$ cat src/rtl/fb_access_arbiter.sv
// Frame buffer access arbiter: display-priority read/camera-write sequencer with starvation guard.
// Optional FB_CLEAR_EN adds a full-frame clear sweep (clear_start/clear_busy/clear_done).
module fb_access_arbiter #(
    parameter int WIDTH      = 100,
    parameter int HEIGHT     = 100,
    parameter int XW         = 7,
    parameter int YW         = 7,
    parameter int STARVE_MAX = 8
) (
    input  logic          clk,
    input  logic          reset_n,
    input  logic          cam_valid,
    output logic          cam_ready,
    input  logic [XW-1:0] cam_x,
    input  logic [YW-1:0] cam_y,
    input  logic          cam_pix,
    input  logic          disp_req,
    output logic          disp_gnt,
    input  logic [XW-1:0] disp_x,
    input  logic [YW-1:0] disp_y,
    output logic          disp_rvalid,
    output logic          disp_pix,
    output logic [XW-1:0] ram_x,
    output logic [YW-1:0] ram_y,
    output logic          ram_din,
    output logic          ram_write,
    input  logic          ram_dout
`ifdef FB_CLEAR_EN
   ,input  logic          clear_start,
    output logic          clear_busy,
    output logic          clear_done
`endif
);

    localparam logic [7:0] STARVE_LIM = 8'(STARVE_MAX);

    logic [7:0] cnt_q, cnt_d;
    logic       rvalid_q, pix_q;
    logic       cam_gnt, dsp_gnt;
    logic       cam_inr, dsp_inr;
    logic       in_clear;

`ifdef FB_CLEAR_EN
    typedef enum logic {ARB, CLEAR} state_t;
    state_t        state_q, state_d;
    logic [XW-1:0] clr_x_q, clr_x_d;
    logic [YW-1:0] clr_y_q, clr_y_d;
    logic          done_q, done_d;

    assign in_clear   = (state_q == CLEAR);
    assign clear_busy = in_clear;
    assign clear_done = done_q;

    always_comb begin
        state_d = state_q;
        clr_x_d = clr_x_q;
        clr_y_d = clr_y_q;
        done_d  = 1'b0;
        case (state_q)
            ARB: begin
                if (reset_n && clear_start) begin
                    state_d = CLEAR;
                    clr_x_d = '0;
                    clr_y_d = '0;
                end
            end
            CLEAR: begin
                if (clr_x_q == XW'(WIDTH - 1)) begin
                    clr_x_d = '0;
                    if (clr_y_q == YW'(HEIGHT - 1)) begin
                        state_d = ARB;
                        done_d  = 1'b1;
                    end else begin
                        clr_y_d = clr_y_q + 1'b1;
                    end
                end else begin
                    clr_x_d = clr_x_q + 1'b1;
                end
            end
            default: state_d = ARB;
        endcase
    end

    always_ff @(posedge clk or negedge reset_n) begin
        if (!reset_n) begin
            state_q <= ARB;
            clr_x_q <= '0;
            clr_y_q <= '0;
            done_q  <= 1'b0;
        end else begin
            state_q <= state_d;
            clr_x_q <= clr_x_d;
            clr_y_q <= clr_y_d;
            done_q  <= done_d;
        end
    end
`else
    assign in_clear = 1'b0;
`endif

    assign cam_inr = (int'(cam_x) < WIDTH) && (int'(cam_y) < HEIGHT);
    assign dsp_inr = (int'(disp_x) < WIDTH) && (int'(disp_y) < HEIGHT);

    // Grants are forced low during reset so the RAM never sees a stray write.
    always_comb begin
        cam_gnt = 1'b0;
        dsp_gnt = 1'b0;
        if (reset_n && !in_clear) begin
            if (cam_valid && disp_req) begin
                if (cnt_q >= STARVE_LIM) cam_gnt = 1'b1;
                else                     dsp_gnt = 1'b1;
            end else if (cam_valid) begin
                cam_gnt = 1'b1;
            end else if (disp_req) begin
                dsp_gnt = 1'b1;
            end
        end
    end

    always_comb begin
        cnt_d = cnt_q;
        if (!cam_valid || cam_gnt || in_clear) cnt_d = '0;
        else if (dsp_gnt)                      cnt_d = cnt_q + 1'b1;
    end

    always_comb begin
        ram_x     = '0;
        ram_y     = '0;
        ram_din   = 1'b0;
        ram_write = 1'b0;
        if (cam_gnt) begin
            ram_x     = cam_x;
            ram_y     = cam_y;
            ram_din   = cam_pix;
            ram_write = cam_inr;
        end else if (dsp_gnt) begin
            ram_x   = disp_x;
            ram_y   = disp_y;
            ram_din = cam_pix;
        end
`ifdef FB_CLEAR_EN
        if (in_clear) begin
            ram_x     = clr_x_q;
            ram_y     = clr_y_q;
            ram_din   = 1'b0;
            ram_write = 1'b1;
        end
`endif
    end

    always_ff @(posedge clk or negedge reset_n) begin
        if (!reset_n) begin
            cnt_q    <= '0;
            rvalid_q <= 1'b0;
            pix_q    <= 1'b0;
        end else begin
            cnt_q    <= cnt_d;
            rvalid_q <= dsp_gnt;
            if (dsp_gnt) pix_q <= dsp_inr & ram_dout;
        end
    end

    assign cam_ready   = cam_gnt;
    assign disp_gnt    = dsp_gnt;
    assign disp_rvalid = rvalid_q & ~in_clear;
    assign disp_pix    = pix_q;

endmodule

$ cat config.mk
export PLATFORM = sky130hd
export DESIGN_NAME = fb_access_arbiter
export DESIGN_NICKNAME = d
export VERILOG_FILES = /design/src/rtl/fb_access_arbiter.sv
export SDC_FILE = /design/constraint.sdc
export NUM_CORES = 1
export LEC_CHECK = 0
export CORE_ASPECT_RATIO = 1.25
export CORE_MARGIN = 3
export CORE_UTILIZATION = 30
export DETAILED_ROUTE_END_ITERATION = 10
export GPL_TIMING_DRIVEN = 0
export PLACE_DENSITY = 0.76
export REMOVE_ABC_BUFFERS = 1
export SLEW_MARGIN = 20
export SYNTH_ARGS = -nofsm -noshare
export SYNTH_HDL_FRONTEND = slang
export SYNTH_SLANG_ARGS = --single-unit
$ cat constraint.sdc
create_clock -name clk -period 5.1 [get_ports clk]
set_input_delay 1.275 -clock clk [delete_from_list [all_inputs] [get_ports clk]]
set_output_delay 1.275 -clock clk [all_outputs]
set_load 0.02 [all_outputs]
; ---- Word-level counts from Yosys, hierarchy flattened
; Index checks and enable logic that the tools add are counted.
[op_classes]
addsub = 1
n_mul = 0
n_div = 0
n_lt_le_gt_ge = 5
eq_ne = 0
shifts = 0
mux = 18
n_bitwise = 1
n_reduce_logical = 6
[ops]
columns = cell, n
row1 = 7-bit < comparator (second input constant), 4
row2 = 7-bit two-way mux, 4
row3 = 8-bit two-way mux, 2
row4 = 1-bit two-way mux, 12
row5 = 8-bit by 1-bit adder with 8-bit output (second input constant), 1
row6 = 8-bit by 4-bit >= comparator with 1-bit output (second input constant), 1
row7 = 1-bit logical AND, 3
row8 = 2-bit nonzero test, 1
row9 = 1-bit bitwise AND, 1
row10 = 1-bit logical NOT, 1
row11 = 1-bit logical OR, 1
[word_totals]
reg_bits = 10
latch_bits = 0
ram_bits = 0
mem_bits_ro = 0
inputBits = 34
elab_cells = 34
memories = 0

; ---- Depth between registers and ports, before layout
[depth]
word_depth = 6
depth_mapped = 6
depth_no_buf = 4

; ---- Least setup slack after synthesis
; Ideal clock, no wire load.
[synth_timing]
kind = input-to-output
from = input reset_n
to = output ram_x[0]
t_arrival_ns = 2.333
required_time_ns = 3.825
slack_ns = 1.492
stages = 6
n_path_buf = 3
path_cell_list = buf_4 -> and3b_1 -> a21o_1 -> buf_4 -> buf_4 -> a22o_1
[synth_between]
elab_chain_cells = 3
word_cells_on_any_way = 4
classes_between = mux: 4
[synth_lines]
columns = item, line_no
row1 = start: declaration, 11  ; input logic reset_n,
row2 = 1-bit two-way mux, 108  ; if (reset_n && !in_clear) begin
row3 = named net disp_gnt, 18  ; output logic disp_gnt,
row4 = 7-bit two-way mux, 136  ; end else if (dsp_gnt) begin
row5 = 7-bit two-way mux, 131  ; if (cam_gnt) begin
row6 = end: declaration, 23  ; output logic [XW-1:0] ram_x,
; The timed path passes the listed nets, and every way through them passes these cells.

; ---- Worst setup path in the final report
[layout_timing]
from = input disp_req
to = output ram_x[5]
[layout_between]
elab_chain_cells = 6
word_cells_on_any_way = 9
classes_between = mux: 8 / reduce/logical: 1
[layout_lines]
columns = item, line_no
row1 = start: declaration, 17  ; input logic disp_req,
row2 = 1-bit two-way mux, 114  ; end else if (disp_req) begin
row3 = 1-bit two-way mux, 112  ; end else if (cam_valid) begin
row4 = 1-bit two-way mux, 109  ; if (cam_valid && disp_req) begin
row5 = 1-bit two-way mux, 108
row6 = 7-bit two-way mux, 136
row7 = 7-bit two-way mux *, 131
; Every way passes the cells marked *; elsewhere a longest branch is shown, timed or not.

==> impl_table.tex <==
\begin{tabular}{lr}
\hline
Metric & Value \\
\hline
\multicolumn{2}{l}{\textbf{GRT}} \\
Overall routing resource usage & 0.164 \\
Global-route wire length before repair & 4.06 mm \\
Largest net degree at the start of global routing & 22 \\
Antenna violations before repair & 0 \\
Vias in the first global route & 935 \\
Global route total overflow & 0 \\
\multicolumn{2}{l}{\textbf{Clocking}} \\
Number of CTS-inserted buffers & 3 \\
Clock network latency to the later pin of the worst-skew pair & 0.26 ns \\
Number of buffers inserted for hold repair after clock tree synthesis & 0 \\
Post-CTS Setup Repair Bufs & 0 \\
Post-cts resize count & 2 \\
Number of clock sinks & 10 \\
H-Tree Level Count & 1 \\
Clock-pin slew of the registers on the worst-case setup and hold paths & 0.06 ns \\
Root buffer selected by CTS & clkbuf\_4 \\
Clock tree from TritonCTS & built \\
Number of buffers on the longest clock path & 2 \\
\multicolumn{2}{l}{\textbf{Placement}} \\
Half-perimeter wire length after placement & 1.91 mm \\
Minimum setup slack after placement & -0.307 ns \\
Weighted congestion reported at the end of routability-driven placement & 0.824 \\
Port Buf Inserts & 53 \\
Cells after DPL & 155 \\
Cell Area, Placed & 1300 sq um \\
\multicolumn{2}{l}{\textbf{Worst setup path}} \\
Startpoint kind of the worst setup timing path & input port \\
Largest driver fanout on the critical path & 18 \\
Kind of cell adding the most delay to the critical path & buffers and inverters \\
Number of buffer and inverter instances along the worst setup path & 2 \\
Worst Path Required & 3.83 ns \\
Cell seen most often among critical-path stages & clkdlybuf4s50\_1 \\
Cell type of the slowest stage on the worst timing path & clkdlybuf4s50\_1 \\
Critical path cell sequence & clkdlybuf4s50\_1, nor4bb\_1, a21o\_1, a22o\_1, clkdlybuf4s50\_1 \\
CP Class & input port to output port \\
Count of cells along the worst register-to-register path & 3 \\
Kind of end point of the critical path & output port \\
Slack of the worst reg-to-reg path & 3.27 ns \\
Number of stages on the worst setup path & 5 \\
Signal arrival time at the worst endpoint & 3.51 ns \\
Startpoint of the worst-slack reg-to-reg timing path & cnt\_q[7] \\
Critical Path Max Stage Delay & 0.61 ns \\
Reg-to-reg critical path endpoint & disp\_pix \\
\multicolumn{2}{l}{\textbf{Logic synthesis}} \\
Mapped Cells & 75 \\
EDFF count, synth & 0 \\
Mean post-synth cell area & 10.1 sq um \\
Share of synthesized area occupied by flip-flops and latches & 0.331 \\
Most frequent cells after synthesis & a22o\_1 (14), dfrtp\_1 (10), inv\_1 (5), buf\_4 (4), o311ai\_0 (4) \\
Top cells by area, synth & dfrtp\_1 (33\%), a22o\_1 (16\%), o311ai\_0 (4.6\%), buf\_4 (4.0\%), ha\_1 (3.3\%) \\
Share of async-settable or async-resettable flops after synthesis & 1.00 \\
Most frequently used cell type in the post-synthesis netlist & a22o\_1 \\
Share of the synthesized area in the top cell type & 0.331 \\
Most used DFF post-synth & dfrtp\_1 \\
Synthesis warning total & 0 \\
Number of library cell types mapped by synthesis & 33 \\
Top cell type by total area after synthesis & dfrtp\_1 \\
FF+latch count, synth & 10 \\
Synthesized area & 757 sq um \\
\multicolumn{2}{l}{\textbf{Timing}} \\
Tmin final & 4.78 ns \\
RSZ-0062 raised after global routing & false \\
Setup violations, final & 0 \\
Max-slew headroom at the worst pin & 0.480 \\
Fmax & 209 MHz \\
Fin worst setup slack & 0.318 ns \\
Pins Over Slew Limit & 0 \\
Slew at the pin closest to its max-slew limit & 0.773 ns \\
Period utilization & 0.938 \\
Setup TNS & 0 ns \\
Worst setup skew after layout & 0.00343 ns \\
Final hold violation count & 0 \\
\multicolumn{2}{l}{\textbf{Floorplan}} \\
Number of placement rows & 19 \\
Initial core utilization & 0.328 \\
Die W & 50.9 um \\
Area inside the core boundary & 2310 sq um \\
IO Pins & 54 \\
Die Y & 62.2 um \\
Area of the die & 3170 sq um \\
\multicolumn{2}{l}{\textbf{Finish}} \\
Final \#Nets & 165 \\
Count of placed standard cells in the final layout, fillers left out & 158 \\
Diode insertion count for antenna repair & 0 \\
Finished layout cell area & 1320 sq um \\
Layout-stage area growth over the synthesis result & 74.0\% \\
Fraction of layout cells with a size suffix above 1 & 0.0787 \\
Area occupied by registers & 250 sq um \\
Area of the multi-input gates & 462 sq um \\
Filler instances & 224 \\
\multicolumn{2}{l}{\textbf{Min path}} \\
End of the worst hold path & disp\_pix \\
Hold depth & 1 \\
Class of the worst hold path & flip-flop to flip-flop \\
Hold Startpoint & disp\_pix \\
\multicolumn{2}{l}{\textbf{Detailed routing}} \\
Drt first-iter violations & 3 \\
Per-cell routed wire length & 14.7 um \\
Total vias in the final route & 869 \\
Post-Route WL & 2.33 mm \\
Remaining DRCs & 0 \\
Number of detailed-route iterations in the first pass & 4 \\
Post-detailed-route count of antenna-violating nets & 0 \\
Average via count per standard cell & 5.50 \\
\multicolumn{2}{l}{\textbf{Pwr}} \\
Worst IR Drop VDD & 0.0875 mV \\
Pwr Density & 175 nW/um\^{}2 \\
Leak & 0.534 nW \\
PnR Total Power & 230 uW \\
\multicolumn{2}{l}{\textbf{Flow run}} \\
Max-cap violation count & 0 \\
\multicolumn{2}{l}{\textbf{Run status}} \\
Status & finished clean \\
\hline
\end{tabular}
==> layout make-up <==
type / instances / area share
Sequential cell: 10 / 0.190
Tap cell: 31 / 0.0294
Multi-Input combinational cell: 56 / 0.350
Inverter: 5 / 0.0142
Timing Repair Buffer: 53 / 0.399
Clock buffer: 3 / 0.0171
==> logic make-up (layout without fill, tap and decap cells) <==
family | after synthesis | after routing | synth area share
flops | 10 | 10 | 0.331
compound gates | 33 | 33 | 0.354
mux | 1 | 1 | 0.0149
simple gates | 20 | 20 | 0.203
buf+inv | 9 | 61 | 0.0645
fa+ha+maj | 2 | 2 | 0.0331
==> placed cells by master (no fill, tap or decap) <==
| cell | n |
|---|---|
| nand2_1 | 1 |
| a21oi_1 | 2 |
| nor4_1 | 1 |
| mux2_1 | 1 |
| or4_4 | 1 |
| o31ai_1 | 2 |
| a41oi_1 | 1 |
| a211oi_2 | 1 |
| a21oi_2 | 1 |
| clkdlybuf4s50_1 | 52 |
| o21ai_0 | 1 |
| and3_1 | 2 |
| nor4bb_1 | 1 |
| nand3_1 | 2 |
| clkbuf_4 | 3 |
| nor3_2 | 1 |
| a31oi_1 | 1 |
| dfrtp_1 | 10 |
| and3b_1 | 2 |
| inv_1 | 5 |
| nand4_1 | 1 |
| a21o_1 | 1 |
| nor3b_2 | 1 |
| ha_1 | 2 |
| nor3_1 | 1 |
| nor3b_1 | 2 |
| clkbuf_2 | 1 |
| nand4b_2 | 1 |
| o211a_1 | 1 |
| nor2b_1 | 1 |
| a211oi_1 | 2 |
| a22o_1 | 14 |
| nand2b_1 | 2 |
| a21boi_0 | 1 |
| o311ai_0 | 4 |
| o211ai_1 | 1 |
==> metrics by stage <==
step	hold WS, ns	utilization
final	0.492	0.571
after global routing	0.531	0.571
after CTS	0.495	0.573
after detailed placement	0.481	0.562
after global placement	0.471	0.562
after floorplan	0.509	-
==> power breakdown <==
| group | internal, mW | switching, mW | leakage (nW) |
|---|---|---|---|
| sequential | 0.0820 | 0.00196 | 0.136 |
| clock | 0.0273 | 0.0268 | 0.0138 |
| combinational | 0.0520 | 0.0400 | 0.385 |
| total | 0.161 | 0.0688 | 0.534 |
==> flip-flops by register name, summed over array words and instances, names as in the netlist <==
| name | count |
|---|---|
| cnt_q | 8 |
| disp_rvalid | 1 |
| disp_pix | 1 |
==> layer usage <==
metal	global-route usage	vias to the layer above	share of wire
li1	-	415	-
met1	0.180	399	0.38
met2	0.253	51	0.44
met3	0.108	4	0.16
met4	0.0505	0	0.0099
met5	0	-	0
==> worst max-delay path by stage <==
stage / end / slack [ns] / start
floorplan: ram_write / 1.09 / disp_req
global placement: ram_x[5] / -0.27 / reset_n
detailed placement: ram_write / -0.31 / reset_n
CTS: ram_x[5] / 0.04 / reset_n
global route: ram_x[5] / 0.19 / disp_req
finish: ram_x[5] / 0.32 / disp_req
Power figures use the tool's default switching activity.
